### src/rtl/npc_core_ctrl.sv
// Multi-cycle FETCH/DECODE/EXEC control for the RV64 NPC core.
// Executes ADDI/LUI/AUIPC/JAL/JALR, halts on EBREAK, illegal opcode or misaligned target.
module npc_core_ctrl #(
  parameter int              XLEN     = 64,
  parameter logic [XLEN-1:0] RESET_PC = 64'h8000_0000
) (
  input  logic            clk,
  input  logic            rst,
  output logic            imem_req,
  output logic [XLEN-1:0] imem_addr,
  input  logic            imem_rvalid,
  input  logic [31:0]     imem_rdata,
  output logic [31:0]     inst,
  input  logic [6:0]      dec_opcode,
  input  logic [XLEN-1:0] dec_imm,
  input  logic [4:0]      dec_rs1,
  input  logic [4:0]      dec_rd,
  output logic [4:0]      rf_raddr,
  input  logic [XLEN-1:0] rf_rdata,
  output logic            rf_we,
  output logic [4:0]      rf_waddr,
  output logic [XLEN-1:0] rf_wdata,
  output logic [XLEN-1:0] pc,
  output logic            retire,
  output logic [63:0]     instret,
  output logic            halted,
  output logic [1:0]      halt_code
);

  localparam logic [6:0]  OP_ADDI  = 7'b0010011;
  localparam logic [6:0]  OP_LUI   = 7'b0110111;
  localparam logic [6:0]  OP_AUIPC = 7'b0010111;
  localparam logic [6:0]  OP_JAL   = 7'b1101111;
  localparam logic [6:0]  OP_JALR  = 7'b1100111;
  localparam logic [31:0] EBREAK   = 32'h0010_0073;

  typedef enum logic [1:0] {S_FETCH, S_DECODE, S_EXEC, S_HALT} state_t;

  state_t          state, state_nxt;
  logic [XLEN-1:0] wdata, npc, jsum;
  logic            exec_ok;
  logic [1:0]      hcode;

  assign imem_req  = (state == S_FETCH) && !rst;
  assign imem_addr = pc;
  assign rf_raddr  = dec_rs1;
  assign jsum      = rf_rdata + dec_imm;

  // EBREAK is matched on the full word before the opcode, since its opcode is otherwise illegal
  always_comb begin
    wdata   = '0;
    npc     = pc + XLEN'(4);
    exec_ok = 1'b1;
    hcode   = 2'd0;
    if (inst == EBREAK) begin
      exec_ok = 1'b0;
      hcode   = 2'd0;
    end else begin
      case (dec_opcode)
        OP_ADDI:  wdata = jsum;
        OP_LUI:   wdata = dec_imm;
        OP_AUIPC: wdata = pc + dec_imm;
        OP_JAL: begin
          wdata = pc + XLEN'(4);
          npc   = pc + dec_imm;
        end
        OP_JALR: begin
          wdata = pc + XLEN'(4);
          npc   = {jsum[XLEN-1:1], 1'b0};
        end
        default: begin
          exec_ok = 1'b0;
          hcode   = 2'd1;
        end
      endcase
      if (exec_ok && (dec_opcode == OP_JAL || dec_opcode == OP_JALR) && npc[1]) begin
        exec_ok = 1'b0;
        hcode   = 2'd2;
      end
    end
  end

  always_ff @(posedge clk) begin
    if (rst) state <= S_FETCH;
    else     state <= state_nxt;
  end

  always_comb begin
    state_nxt = state;
    case (state)
      S_FETCH:  if (imem_rvalid) state_nxt = S_DECODE;
      S_DECODE: state_nxt = S_EXEC;
      S_EXEC:   state_nxt = exec_ok ? S_FETCH : S_HALT;
      default:  state_nxt = S_HALT;
    endcase
  end

  always_ff @(posedge clk) begin
    if (rst) begin
      pc        <= RESET_PC;
      inst      <= '0;
      rf_we     <= 1'b0;
      rf_waddr  <= '0;
      rf_wdata  <= '0;
      retire    <= 1'b0;
      instret   <= '0;
      halted    <= 1'b0;
      halt_code <= '0;
    end else begin
      rf_we  <= 1'b0;
      retire <= 1'b0;
      if (state == S_FETCH && imem_rvalid) inst <= imem_rdata;
      if (state == S_EXEC) begin
        if (exec_ok) begin
          rf_we    <= (dec_rd != 5'd0);
          rf_waddr <= dec_rd;
          rf_wdata <= wdata;
          pc       <= npc;
          retire   <= 1'b1;
          instret  <= instret + 64'd1;
        end else begin
          halted    <= 1'b1;
          halt_code <= hcode;
        end
      end
    end
  end

endmodule
### config.mk
export PLATFORM = sky130hd
export DESIGN_NAME = npc_core_ctrl
export DESIGN_NICKNAME = d
export VERILOG_FILES = /design/src/rtl/npc_core_ctrl.sv
export SDC_FILE = /design/constraint.sdc
export NUM_CORES = 1
export LEC_CHECK = 0
export CORE_UTILIZATION = 56
export DETAILED_ROUTE_END_ITERATION = 7
export MAX_ROUTING_LAYER = met4
export PLACE_DENSITY = 0.94
export SLEW_MARGIN = 10
export SYNTH_ARGS = -nofsm -noshare
export SYNTH_HDL_FRONTEND = slang
export SYNTH_SLANG_ARGS = --single-unit
### constraint.sdc
create_clock -name clk -period 6.4 [get_ports clk]
set_input_delay 0.64 -clock clk [delete_from_list [all_inputs] [get_ports clk]]
set_output_delay 0.64 -clock clk [all_outputs]
set_load 0.01 [all_outputs]
==> results.json, run 1 <==
{
  "grt_overflow": 0,
  "synthArstFlopShare_pct": 0,
  "grt_pass1_wl_um": 140000,
  "drv_cap": 0,
  "fin_skew_ns": 0.0278,
  "num_vias": 25300,
  "worstHoldStart": "rf_waddr[1]",
  "cts_setup_buffers": 0,
  "cp.arrival_ns": 4.96,
  "rsz0062_at_grt": "false",
  "peakVddDrop_uv": 208,
  "cts_buffer_depth": 3,
  "syn_area_mm2": 0.0209,
  "power_leakage_nw": 10.1,
  "fillers": 2932,
  "finalSetupViolCount": 0,
  "nNetsFinal": 3492,
  "avgSynthCellArea_um2": 7.20,
  "routedWlPerCell_um": 25.5,
  "place_congestion": 1.13,
  "viasPerCell": 6.89,
  "fp.coreArea_mm2": 0.0367,
  "worstSetupPathType": "reg2reg",
  "min_to": "rf_waddr[1]",
  "fin_crit_sh_pct": 70.3,
  "use_met3_pct": 12.6,
  "grt_max_degree": 101,
  "cts_resized": 0,
  "wl_um": 93500,
  "status": "finished clean",
  "die_w_um": 195,
  "drt.antenna.violating_nets": 0,
  "hold_viol": 0,
  "ys_seq_area_share_pct": 22.6,
  "slew_violations": 0,
  "synth_top_cell_by_area": "dfxtp_1",
  "cts_tree": "done",
  "worstPathCellList": "nand3_1 -> nor4_2 -> and2_1 -> nand2_1 -> nor4_1 -> nand4_1 -> xnor2_1 -> a221o_1 -> o41ai_1 -> o21ai_0",
  "dp_hpwl_um": 68000,
  "synthFlopType": "dfxtp_1",
  "r2r_start": "imem_addr[9]",
  "port_buffers": 473,
  "fin_hold_ws_ns": 0.470,
  "grtUsageMet1_pct": 56.1,
  "fp-row-count": 70,
  "post-synth-top-area-fraction_pct": 22.6,
  "synthToLayoutAreaGrowth_pct": 25.4,
  "dr.pass1.iters": 8,
  "h-tree-depth": 1,
  "synth_nets": 3217,
  "cp_num_buf_inv": 0,
  "drive_above_1_share_pct": 4.00,
  "synth.distinct_cells": 87,
  "reg2reg_slack_ns": 1.90,
  "die_area_mm2": 0.0382,
  "num_io_pins": 484,
  "max_slew_margin_pct": 2.98,
  "whs_path_depth": 2,
  "cellPowerDensity_mw_per_mm2": 161,
  "max_freq_mhz": 222,
  "r2r-end": "rf_wdata[59]",
  "grt_pass1_vias": 24000,
  "antenna_found_initial": 4,
  "synth_edf_count": 0,
  "grt-busiest-layer": "met2",
  "hold_buffers": 0,
  "syn_inst": 2907,
  "grtUsageTotal_pct": 48.5,
  "cpPeakStageDelay_ns": 0.95,
  "drt_iter0_drc": 3086,
  "drc_errors": 0,
  "critPathLaunchType": "register",
  "yosysWarnings": 0,
  "ff2ff_path_depth": 10,
  "cp_max_fo": 10,
  "root_buffer": "clkbuf_16",
  "numClockSinks": 236,
  "worst_slew_pin_slew_ns": 1.45,
  "die_h_um": 195,
  "ys_ff_latch": 236,
  "clkSlewWorstSetupHoldPaths_ns": 0.06,
  "crit_family": "simple AND/OR/NAND/NOR gates",
  "cp_slowest_cell": "nor4_1",
  "tns_ns": 0,
  "end_kind": "register",
  "ys_top_cells_by_area": "dfxtp_1 23%, ha_1 7.7%, a21oi_1 7.4%",
  "crit_required_ns": 6.86,
  "hold_path_class": "reg2reg",
  "clk_latency_ns": 0.60,
  "cts_buffers": 28,
  "min_period_ns": 4.50,
  "use_met2_pct": 74.2,
  "start_util_pct": 57.0
}
[routing by layer]
layer / vias to the layer above / share of wire, %
met5: - / 0
met4: 0 / 7.6
met3: 550 / 13
met2: 1956 / 44
met1: 11700 / 36
li1: 11100 / -
[worst reg2reg max path: cells and delay by family, from the launching register on]
family           cells  cell delay [ns]
AO/OA/AOI/OAI        3             0.79
flip-flops           1             0.57
AND/OR/NAND/NOR      6             2.80
XOR/XNOR             1             0.21
[cells in the final DEF, fill, tap and decap left out, drive strengths merged, types with 9 or more instances in the layout]
cell	instances
a211oi	30
a21oi	311
o21bai	27
a31oi	29
buf	26
clkdlybuf4s50	471
dfxtp	236
a22oi	13
nand2	338
or2	11
clkbuf	38
nand2b	18
o221ai	9
nor2	290
o31ai	13
o21a	14
o211ai	18
a21o	66
nor2b	16
nand4	78
a221o	19
a221oi	64
ha	128
nor3	65
or3	16
and4	15
xor2	115
xnor2	123
o21ai	268
inv	46
nor4	20
and2	13
and3	49
mux2i	23
nand3	75
[flip-flops by register name (all words and copies together), names as in the netlist]
name and cells:
rf_waddr 5, inst 32, halt_code 2, retire 1, state 2, rf_we 1, imem_addr 64, halted 1
rf_wdata 64, instret 64
[worst max path at each step]
| stage | from | to | slack, ns | cells past startpoint |
|---|---|---|---|---|
| final | imem_addr[9] | rf_wdata[59] | 1.90 | 10 |
| after global routing | dec_imm[0] | imem_addr[62] | 1.70 | 15 |
| after CTS | dec_imm[0] | imem_addr[62] | 2.17 | 15 |
| after detailed placement | dec_imm[0] | imem_addr[62] | 1.58 | 15 |
| after global placement | dec_imm[0] | imem_addr[62] | 1.66 | 15 |
| after floorplan | dec_imm[0] | imem_addr[56] | 2.73 | 14 |
[power breakdown]
group / leakage [nW] / switching [mW] / internal (mW)
Clock: 0.473 / 0.712 / 1.03
Sequential: 1.91 / 0.0181 / 1.49
Combinational: 7.71 / 0.602 / 0.379
Total: 10.1 / 1.33 / 2.89
[Yosys cell counts, types with 66 or more instances]
master	instances
clkbuf_1	165
dfxtp_1	236
nand2_1	338
o21ai_0	263
buf_4	69
xor2_1	115
a21oi_1	309
nand3_1	74
nor2_1	287
nand4_1	77
xnor2_1	123
ha_1	128
a21o_1	66
[area by class of cell]
type	instances	area, um^2	share of cell area, %
multi-input cells	2374	14900	56.6
repair buffers	497	4930	18.8
flip-flops and latches	236	4720	18.0
clock buffers	38	798	3.04
well taps	468	586	2.23
inverters	45	169	0.643
clock inverters	10	168	0.638
diodes	4	10.0	0.0381
[through the flow]
stage	area (um^2)	setup slack (ns)	total power [mW]	instances	utilization, %
floorplan	20900	2.73	2.10	2907	-
global placement	25300	1.66	2.46	3620	68.9
detailed placement	25300	1.58	2.47	3620	68.9
CTS	26200	2.17	4.17	3668	71.5
global route	26300	1.70	4.33	3672	71.6
finish	26300	1.90	4.23	3672	71.6
[kinds of logic (layout without fill, tap and decap cells)]
kind of cell	Yosys count	after routing	share of synthesized area (%)
buffers and inverters	297	590	6.68
XOR/XNOR	238	238	9.96
multiplexers	28	28	1.37
flip-flops	236	236	22.6
adder cells (fa/ha/maj)	130	130	7.84
AND/OR/NAND/NOR	1020	1020	22.8
other	0	4	0
AO/OA/AOI/OAI	958	958	28.8
(Power assumes the default switching activity.)
==> run 2: changes to the inputs <==
--- a/config.mk
+++ b/config.mk
@@ -5,10 +5,10 @@
 export SDC_FILE = /design/constraint.sdc
 export NUM_CORES = 1
 export LEC_CHECK = 0
-export CORE_UTILIZATION = 56
+export CORE_UTILIZATION = 47
 export DETAILED_ROUTE_END_ITERATION = 7
 export MAX_ROUTING_LAYER = met4
-export PLACE_DENSITY = 0.94
+export PLACE_DENSITY = 0.85
 export SLEW_MARGIN = 10
 export SYNTH_ARGS = -nofsm -noshare
 export SYNTH_HDL_FRONTEND = slang
==> constraint.sdc (replaced) <==
create_clock -name clk -period 4 [get_ports clk]
set_input_delay 0.4 -clock clk [delete_from_list [all_inputs] [get_ports clk]]
set_output_delay 0.4 -clock clk [all_outputs]
set_load 0.01 [all_outputs]
==> run 2 against run 1 <==
Net effect: the run now ends with DRC left; final area is 6.9% higher; sequential power is 60% higher; combinational power is 75% higher; hold slack worse by 0.18 ns; die area is 19% higher; sequential share of layout area is 1.2 points lower; setup slack worse by 1.8 ns; via count is 0.24% lower; global-route usage is 9.1 points lower; non-clock buffer count is 220 higher; critical endpoint is now imem_addr[56]; largest power group unchanged.
==> results.json, run 2 (synthesized netlist as in run 1, its figures left out) <==
{
  "status": "finished with violations",
  "violations": "DRC",
  "cellPowerDensity_mw_per_mm2": 243,
  "finish.utilization_pct": 64.6,
  "crit_family": "compound AO/OA/AOI/OAI gates",
  "port_buffers": 473,
  "root_buffer": "clkbuf_16",
  "finalPower_mw": 6.82,
  "wl_um": 90000,
  "hold_buffers": 0,
  "finalSetupViolCount": 0,
  "grt_overflow": 0,
  "fin_crit_sh_pct": 97.1,
  "crit_required_ns": 4.48,
  "cp_max_fo": 3,
  "grtUsageTotal_pct": 39.3,
  "grt-busiest-layer": "met2",
  "cp_slowest_cell": "clkdlybuf4s50_1",
  "h-tree-depth": 1,
  "power_leakage_nw": 11.2,
  "cts_tree": "done",
  "peakVddDrop_uv": 322,
  "grt_pass1_wl_um": 135000,
  "drt_iter0_drc": 2830,
  "cts_buffer_depth": 3,
  "rsz0062_at_grt": "false",
  "grt_pass1_vias": 23900,
  "fp.coreArea_mm2": 0.0435,
  "use_met3_pct": 7.37,
  "fillers": 3868,
  "drt.antenna.violating_nets": 0,
  "num_vias": 25300,
  "fp-row-count": 76,
  "die_h_um": 213,
  "dp_hpwl_um": 67400,
  "use_met2_pct": 60.7,
  "num_io_pins": 484,
  "hold_viol": 0,
  "clk_latency_ns": 0.60,
  "place_congestion": 1.04,
  "hold_path_class": "in2reg",
  "cpPeakStageDelay_ns": 0.53,
  "post-place-ws_ns": -0.610,
  "start_util_pct": 48.2,
  "routedWlPerCell_um": 22.4,
  "end_kind": "register",
  "worstPathCellList": "clkdlybuf4s50_1 -> ha_1 -> inv_1 -> fa_1 -> nor2b_2 -> o2111ai_1 -> a21bo_2 -> a21oi_4 -> a311oi_2 -> a2111oi_2 -> buf_4 -> a21boi_1 -> o21ai_1 -> a21boi_0 -> xnor2_1 -> a221o_1",
  "antenna_found_initial": 1,
  "nNetsFinal": 3712,
  "numClockSinks": 236,
  "die_area_mm2": 0.0454,
  "viasPerCell": 6.30,
  "min_period_ns": 3.88,
  "worstSetupPathType": "in2reg",
  "synthToLayoutAreaGrowth_pct": 34.1,
  "die_w_um": 213,
  "dr.pass1.iters": 8,
  "slew_violations": 0,
  "drv_cap": 0,
  "max_slew_margin_pct": 16.3,
  "cp_num_buf_inv": 3,
  "setup_ws_ns": 0.115,
  "layout.cells.most_common": "clkdlybuf4s50_1",
  "cts_buffers": 28,
  "grtUsageMet1_pct": 48.1,
  "drc_errors": 1,
  "max_freq_mhz": 257,
  "worst_slew_pin_slew_ns": 1.25,
  "critPathLaunchType": "input port",
  "fin_skew_ns": 0.0158,
  "final_cell_mix": "471 x clkdlybuf4s50_1, 338 x nand2_1, 309 x a21oi_1",
  "clkSlewWorstSetupHoldPaths_ns": 0.06,
  "grt_max_degree": 83,
  "cp.arrival_ns": 4.36,
  "drive_above_1_share_pct": 10.3
}
[run 2: layout make-up]
class	instances	area, um^2	area share (%)
multi-input cells	2374	14900	53.1
repair buffers	717	6600	23.5
flip-flops and latches	236	4720	16.8
clock buffers	36	751	2.68
well taps	585	732	2.61
clock inverters	16	194	0.691
inverters	45	169	0.602
diodes	2	5.00	0.0178
[run 2: per-stage QoR]
stage | instance area [um^2] | std cells | hold WS [ns] | setup TNS (ns)
after global routing | 28100 | 4010 | 0.308 | 0
after detailed placement | 27100 | 3956 | 0.449 | -7.51
after global placement | 27100 | 3956 | 0.441 | -4.46
after CTS | 28000 | 4008 | 0.270 | 0
after floorplan | 20900 | 2907 | 0.481 | 0
final | 28100 | 4011 | 0.293 | 0
[run 2: final timing paths]
kind,to,slack [ns],depth (start not counted),start
hold reg to reg,rf_waddr[4],0.46,2,rf_waddr[4]
setup / recovery,imem_addr[56],0.12,16,dec_imm[0]
setup reg to reg,rf_wdata[60],0.17,15,imem_addr[0]
hold / removal,instret[37],0.29,2,rst
[run 2: where the power goes]
group / internal [mW] / switching, mW / leakage (nW)
Clock: 1.53 / 1.16 / 0.452
Sequential: 2.38 / 0.0272 / 1.91
Combinational: 0.745 / 0.978 / 8.81
Total: 4.66 / 2.16 / 11.2
[run 2: timing repair]
action	CTS	global route
cloned	0	0
pin swaps	1	1
gates resized for setup	0	6
buffers inserted	0	1
endpoints found under the setup margin	1	7
[run 2: metal layers]
layer | part of all wire [%] | wire (um)
met1 | 39 | 35100
met2 | 44 | 39800
met3 | 11 | 9490
met4 | 6.3 | 5630
met5 | 0 | 0
